<file path="src/rtl/metronome_pkg.sv">
// Shared definitions for the metronome control path: clock rate, gesture
// FSM state encoding and a milliseconds-to-cycles helper.
package metronome_pkg;

    localparam int unsigned CLK_HZ = 12_000_000;

    localparam logic [2:0] GS_IDLE   = 3'd0;
    localparam logic [2:0] GS_PRESS1 = 3'd1;
    localparam logic [2:0] GS_WAIT2  = 3'd2;
    localparam logic [2:0] GS_PRESS2 = 3'd3;
    localparam logic [2:0] GS_LONG   = 3'd4;

    typedef enum logic [2:0] {
        ST_IDLE   = GS_IDLE,
        ST_PRESS1 = GS_PRESS1,
        ST_WAIT2  = GS_WAIT2,
        ST_PRESS2 = GS_PRESS2,
        ST_LONG   = GS_LONG
    } gesture_state_t;

    // 64-bit intermediate so long durations at CLK_HZ do not overflow.
    function automatic int unsigned ms_to_cycles(input int unsigned ms);
        longint unsigned cycles;
        cycles = (longint'(CLK_HZ) * longint'(ms)) / 64'd1000;
        return cycles[31:0];
    endfunction

endpackage

</file>
<file path="src/rtl/gesture_timer.sv">
// Cycle timer for the gesture FSM: clear / count-enable with a terminal-count
// flag against a per-state limit selected by the caller.
module gesture_timer #(
    parameter int CNT_W = 24
) (
    input  logic             clk,
    input  logic             rst,
    input  logic             clear,
    input  logic             enable,
    input  logic [CNT_W-1:0] limit,
    output logic             done
);

    logic [CNT_W-1:0] count_reg;

    always_ff @(posedge clk or posedge rst) begin
        if (rst) begin
            count_reg <= '0;
        end else if (clear) begin
            count_reg <= '0;
        end else if (enable) begin
            count_reg <= count_reg + CNT_W'(1);
        end
    end

    // In normal operation the count only ever meets limit-1 exactly; the >=
    // makes a timeout that was held off for a cycle fire on the next one
    // instead of letting the counter run on to wrap.
    assign done = enable && (count_reg >= (limit - CNT_W'(1)));

endmodule

</file>
<file path="src/rtl/button_gesture_decoder.sv">
// Classifies debounced press/release pulses of one button into short, double
// and long presses plus auto-repeat ticks while a long press is held.
module button_gesture_decoder
    import metronome_pkg::*;
#(
    parameter int unsigned LONG_PRESS_CYCLES = ms_to_cycles(600),
    parameter int unsigned DOUBLE_GAP_CYCLES = ms_to_cycles(300),
    parameter int unsigned REPEAT_CYCLES     = ms_to_cycles(100),
    parameter int          CNT_W             = 24
) (
    input  logic clk,
    input  logic rst,
    input  logic btn_pressed,
    input  logic btn_released,
    output logic short_press,
    output logic double_press,
    output logic long_press,
    output logic repeat_tick,
    output logic held
);

    localparam logic [CNT_W-1:0] LONG_LIMIT   = CNT_W'(LONG_PRESS_CYCLES);
    localparam logic [CNT_W-1:0] GAP_LIMIT    = CNT_W'(DOUBLE_GAP_CYCLES);
    localparam logic [CNT_W-1:0] REPEAT_LIMIT = CNT_W'(REPEAT_CYCLES);

    gesture_state_t state_reg, state_next;

    logic short_reg,  short_next;
    logic double_reg, double_next;
    logic long_reg,   long_next;
    logic repeat_reg, repeat_next;
    logic held_reg;

    logic             pressed_evt;
    logic             released_evt;
    logic             violation;
    logic             timer_clear;
    logic             timer_enable;
    logic             timer_done;
    logic             repeat_wrap;
    logic [CNT_W-1:0] timer_limit;

    // Both pulses at once is a protocol violation: neither counts as an event
    // and no timeout may change state in that cycle.
    assign violation    = btn_pressed & btn_released;
    assign pressed_evt  = btn_pressed & ~btn_released;
    assign released_evt = btn_released & ~btn_pressed;

    assign timer_enable = (state_reg == ST_PRESS1) || (state_reg == ST_WAIT2) ||
                          (state_reg == ST_LONG);

    always_comb begin
        timer_limit = REPEAT_LIMIT;
        case (state_reg)
            ST_PRESS1: timer_limit = LONG_LIMIT;
            ST_WAIT2:  timer_limit = GAP_LIMIT;
            default:   timer_limit = REPEAT_LIMIT;
        endcase
    end

    gesture_timer #(
        .CNT_W (CNT_W)
    ) u_timer (
        .clk    (clk),
        .rst    (rst),
        .clear  (timer_clear),
        .enable (timer_enable),
        .limit  (timer_limit),
        .done   (timer_done)
    );

    always_ff @(posedge clk or posedge rst) begin
        if (rst) begin
            state_reg  <= ST_IDLE;
            short_reg  <= 1'b0;
            double_reg <= 1'b0;
            long_reg   <= 1'b0;
            repeat_reg <= 1'b0;
            held_reg   <= 1'b0;
        end else begin
            state_reg  <= state_next;
            short_reg  <= short_next;
            double_reg <= double_next;
            long_reg   <= long_next;
            repeat_reg <= repeat_next;
            held_reg   <= (state_next == ST_PRESS1) || (state_next == ST_PRESS2) ||
                          (state_next == ST_LONG);
        end
    end

    // Events are tested before timeouts in every state so an event landing on
    // the terminal count suppresses the timeout pulse.
    always_comb begin
        state_next  = state_reg;
        short_next  = 1'b0;
        double_next = 1'b0;
        long_next   = 1'b0;
        repeat_next = 1'b0;
        repeat_wrap = 1'b0;

        case (state_reg)
            ST_IDLE: begin
                if (pressed_evt) begin
                    state_next = ST_PRESS1;
                end
            end
            ST_PRESS1: begin
                if (released_evt) begin
                    state_next = ST_WAIT2;
                end else if (timer_done && !violation) begin
                    state_next = ST_LONG;
                    long_next  = 1'b1;
                end
            end
            ST_WAIT2: begin
                if (pressed_evt) begin
                    state_next = ST_PRESS2;
                end else if (timer_done && !violation) begin
                    state_next = ST_IDLE;
                    short_next = 1'b1;
                end
            end
            ST_PRESS2: begin
                if (released_evt) begin
                    state_next  = ST_IDLE;
                    double_next = 1'b1;
                end
            end
            ST_LONG: begin
                if (released_evt) begin
                    state_next = ST_IDLE;
                end else if (timer_done && !violation) begin
                    repeat_next = 1'b1;
                    repeat_wrap = 1'b1;
                end
            end
            default: begin
                state_next = ST_IDLE;
            end
        endcase

        timer_clear = (state_next != state_reg) || repeat_wrap;
    end

    assign short_press  = short_reg;
    assign double_press = double_reg;
    assign long_press   = long_reg;
    assign repeat_tick  = repeat_reg;
    assign held         = held_reg;

endmodule

</file>
<file path="config.mk">
export PLATFORM = sky130hd
export DESIGN_NAME = button_gesture_decoder
export DESIGN_NICKNAME = d
export VERILOG_FILES = /design/src/rtl/metronome_pkg.sv /design/src/rtl/gesture_timer.sv /design/src/rtl/button_gesture_decoder.sv
export SDC_FILE = /design/constraint.sdc
export NUM_CORES = 1
export LEC_CHECK = 0
export CAP_MARGIN = 10
export CORE_MARGIN = 2
export CORE_UTILIZATION = 27
export CTS_BUF_LIST = sky130_fd_sc_hd__clkbuf_16
export DETAILED_ROUTE_END_ITERATION = 8
export GPL_ROUTABILITY_DRIVEN = 0
export PLACE_DENSITY = 0.47
export SYNTH_ARGS = -nofsm -noshare
export SYNTH_HDL_FRONTEND = slang
export SYNTH_HIERARCHICAL = 1
export SYNTH_SLANG_ARGS = --single-unit
</file>
<file path="constraint.sdc">
create_clock -name clk -period 9.2 [get_ports clk]
set_input_delay 1.38 -clock clk [delete_from_list [all_inputs] [get_ports clk]]
set_output_delay 1.38 -clock clk [all_outputs]
set_load 0.01 [all_outputs]
</file>
==> flow_summary.yaml <==
run_status:
  status: "finished, final reports clean"
worst_setup_path:
  path_buf_inv: 2
  required_ns: 9.35
  cp-end-kind: "flop"
  cp.depth: 18
  cp_top_family: "simple AND/OR/NAND/NOR gates"
  reg2regPathDepth: 18
  reg2reg_from: "state_reg[0]"
  cpMaxStageDelayCell: "dfrtp_1"
  path_cells: "nor2b_1 -> nand2_1 -> inv_1 -> xnor2_1 -> ha_1 -> nand4_1 -> nor4_1 -> a311oi_1 -> a21boi_0 -> nor2b_1 -> o311ai_1 -> nand3_1 -> buf_4 -> o2111ai_1 -> nor3_1 -> nand4_1 -> xor2_1 -> nor2_1"
  worstSetupStartpoint: "state_reg[0]"
  cp-start-kind: "flop"
  slowest_delay_ns: 0.57
  cp.arrival_ns: 5.84
  worstSetupPathType: "reg -> reg"
  crit_path_max_fanout: 27
clock_tree:
  cts_resized: 0
  clkTransAtPathRegs_ns: 0.06
  clkSinkCount: 32
  cts_setup_buffers: 0
  cts_buffers: 5
  cts_tree: "built"
  clockBufferDepth: 2
  clkLatencyLatePin_ns: 0.28
  htreeDepth: 2
  cts_hold_buf: 0
  clockRootBuffer: "clkbuf_16"
timing:
  drv_slew: 0
  finalHoldViolations: 0
  fin_skew_ns: 0.00528
  max_slew_margin_pct: 37.1
  setup_ws_ns: 3.51
  setup_viol: 0
  layout_min_cycle_time_ns: 5.69
  rsz0062_at_grt: "no"
  post-route-period-util_pct: 61.8
  setup_tns_ns: 0
  worst_slew_pin_slew_ns: 0.943
  whs_ns: 0.589
  fmax_ghz: 0.176
min_path:
  hold_depth: 2
  hold_start: "u_timer/count_reg[9]"
  hold_class: "reg -> reg"
global_routing:
  grt-ovfl-total: 0
  grt_usage_pct: 11.9
  grt_pass1_vias: 1966
  grt_max_degree: 28
  antenna_found_initial: 0
  grt_pass1_wl_mm: 9.58
finish:
  antenna_cells: 0
  drive_above_1_share_pct: 6.10
  fin_area_um2: 3010
  fillers: 985
  area_growth_pct: 17.6
  largest_reg_flops: 24
  fin_nets: 357
logic_synthesis:
  yosys_warnings: 6
  synth-seq-cells: 32
  seq_area_frac_synth_pct: 31.3
  synth_ff_type: "dfrtp_1"
  yosysUniqueCellTypes: 50
  synth_enable_flop_cells: 0
  synth_area_per_cell_um2: 8.92
  netlist_area_um2: 2560
  postSynthCellCount: 287
  ys_async_sr_fraction_pct: 100
job:
  max_cap_violations: 0
power_and_ir_drop:
  p_leak_uw: 0.00142
  total_power_uw: 501
  power_density_nw_per_um2: 166
  vdd_drop_max_v: 0.0000701
routing:
  routed_via_density: 4.72
  dr.pass1.iters: 4
  drc: 0
  drt-initial-drc-count: 77
  ant_nets: 0
  vias: 2071
  avgRoutedWirePerCell_um: 12.6
  routed_wl_mm: 5.54
placement:
  postPlaceCellArea_um2: 2870
  hpwlAfterDp_mm: 4.36
  portBuffers: 8
  pre_cts_ws_ns: 3.47
die:
  core-area_um2: 9200
  num_io_pins: 9
  num_rows: 35
  die_w_um: 101
  die_area_um2: 10300
  die_h_um: 101
  start_util_pct: 27.8
where the power goes:
group / switching [µW] / internal, µW / total, µW / leakage [µW]
Clock: 63.0 / 99.6 / 163 / 0.0000736
Combinational: 105 / 65.4 / 171 / 0.000905
Sequential: 18.0 / 150 / 168 / 0.000439
routing by layer:
layer | wire [µm] | vias up | part of all wire [%] | GRT usage [%]
met5 | 0 | - | 0 | 0
met4 | 72 | 0 | 1.3 | 4.57
met3 | 170 | 5 | 3.1 | 1.66
met2 | 2580 | 31 | 47 | 19.5
met1 | 2720 | 966 | 49 | 16.0
li1 | - | 1069 | - | -
path summary, 6_finish.rpt:
path | to | slack, ns
worst min-delay path | u_timer/count_reg[9] | 0.59
worst max register to register | u_timer/count_reg[21] | 3.51
max in group asynchronous | u_timer/count_reg[21] | 6.97
worst max-delay path | u_timer/count_reg[21] | 3.51
worst min register to register | u_timer/count_reg[9] | 0.59
min in group asynchronous | held | 1.39
cells by family (layout without fill, tap and decap cells):
logic type / count (synthesis) / in the layout / synth area share, %
simple gates: 126 / 126 / 26.8
xor+xnor: 44 / 44 / 15.1
compound gates: 38 / 38 / 10.1
flops: 32 / 32 / 31.3
fa+ha+maj: 26 / 26 / 12.7
buf+inv: 18 / 28 / 3.28
other cells: 2 / 33 / 0.294
mux: 1 / 1 / 0.391
per-stage QoR:
stage | std cells | util (%)
global route | 439 | 32.7
global placement | 431 | 31.2
floorplan | 318 | -
detailed placement | 431 | 31.2
finish | 439 | 32.7
CTS | 439 | 32.7
worst register-to-register path, cell delays in order (launching register included):
cell and delay, ns:
dfrtp_1 0.57, nor2b_1 0.33, nand2_1 0.39, inv_1 0.55, xnor2_1 0.14, ha_1 0.32
nand4_1 0.14, nor4_1 0.45, a311oi_1 0.15, a21boi_0 0.52, nor2b_1 0.25, o311ai_1 0.10
nand3_1 0.10, buf_4 0.28, o2111ai_1 0.30, nor3_1 0.55, nand4_1 0.19, xor2_1 0.18
nor2_1 0.05
cell type report:
cell class | count | area [µm²] | share of cell area, %
Multi-Input combinational cell | 268 | 1790 | 59.5
Clock buffer | 5 | 125 | 4.16
Timing Repair Buffer | 10 | 95.1 | 3.16
Inverter | 10 | 40.0 | 1.33
Clock inverter | 3 | 18.8 | 0.624
Tap cell | 111 | 139 | 4.62
Sequential cell | 32 | 801 | 26.6
cells in the mapped netlist (all sizes together) (2+ instances only):
| library cell | instances | area (µm²) |
|---|---|---|
| or4 | 4 | 41.3 |
| clkbuf | 3 | 11.3 |
| a21o | 3 | 22.5 |
| nand3b | 2 | 15.0 |
| and4 | 3 | 26.3 |
| conb | 2 | 7.51 |
| o211a | 2 | 20.0 |
| a211o | 2 | 17.5 |
| nor3 | 10 | 60.1 |
| nand3 | 12 | 60.1 |
| inv | 10 | 40.0 |
| o21ai | 7 | 35.0 |
| nand4 | 12 | 90.1 |
| nand2 | 18 | 67.6 |
| and3 | 5 | 31.3 |
| ha | 26 | 325 |
| buf | 5 | 32.5 |
| nor2b | 4 | 25.0 |
| or3 | 5 | 31.3 |
| xnor2 | 18 | 158 |
| dfrtp | 32 | 801 |
| xor2 | 26 | 228 |
| nor4 | 5 | 52.6 |
| nor2 | 42 | 158 |
| nand2b | 2 | 12.5 |
| a21oi | 12 | 60.1 |
cell usage in the layout (no fill, tap or decap), types with 2 or more instances in the layout:
cell,n
and4_1,3
nand4_1,11
buf_4,2
nor4_1,3
nand3b_1,2
nor2b_1,4
nand2b_1,2
nor2_1,42
clkinv_2,2
ha_1,26
nand3_1,12
o211a_1,2
clkbuf_16,5
or4_4,3
a21o_1,3
xnor2_1,18
xor2_1,26
nand2_1,18
and3_1,5
nor3_1,8
dfrtp_1,32
or3_1,5
nor3_2,2
inv_1,9
a211o_1,2
clkdlybuf4s50_1,8
conb_1,33
o21ai_0,7
a21oi_1,12
(Power assumes the default switching activity.)
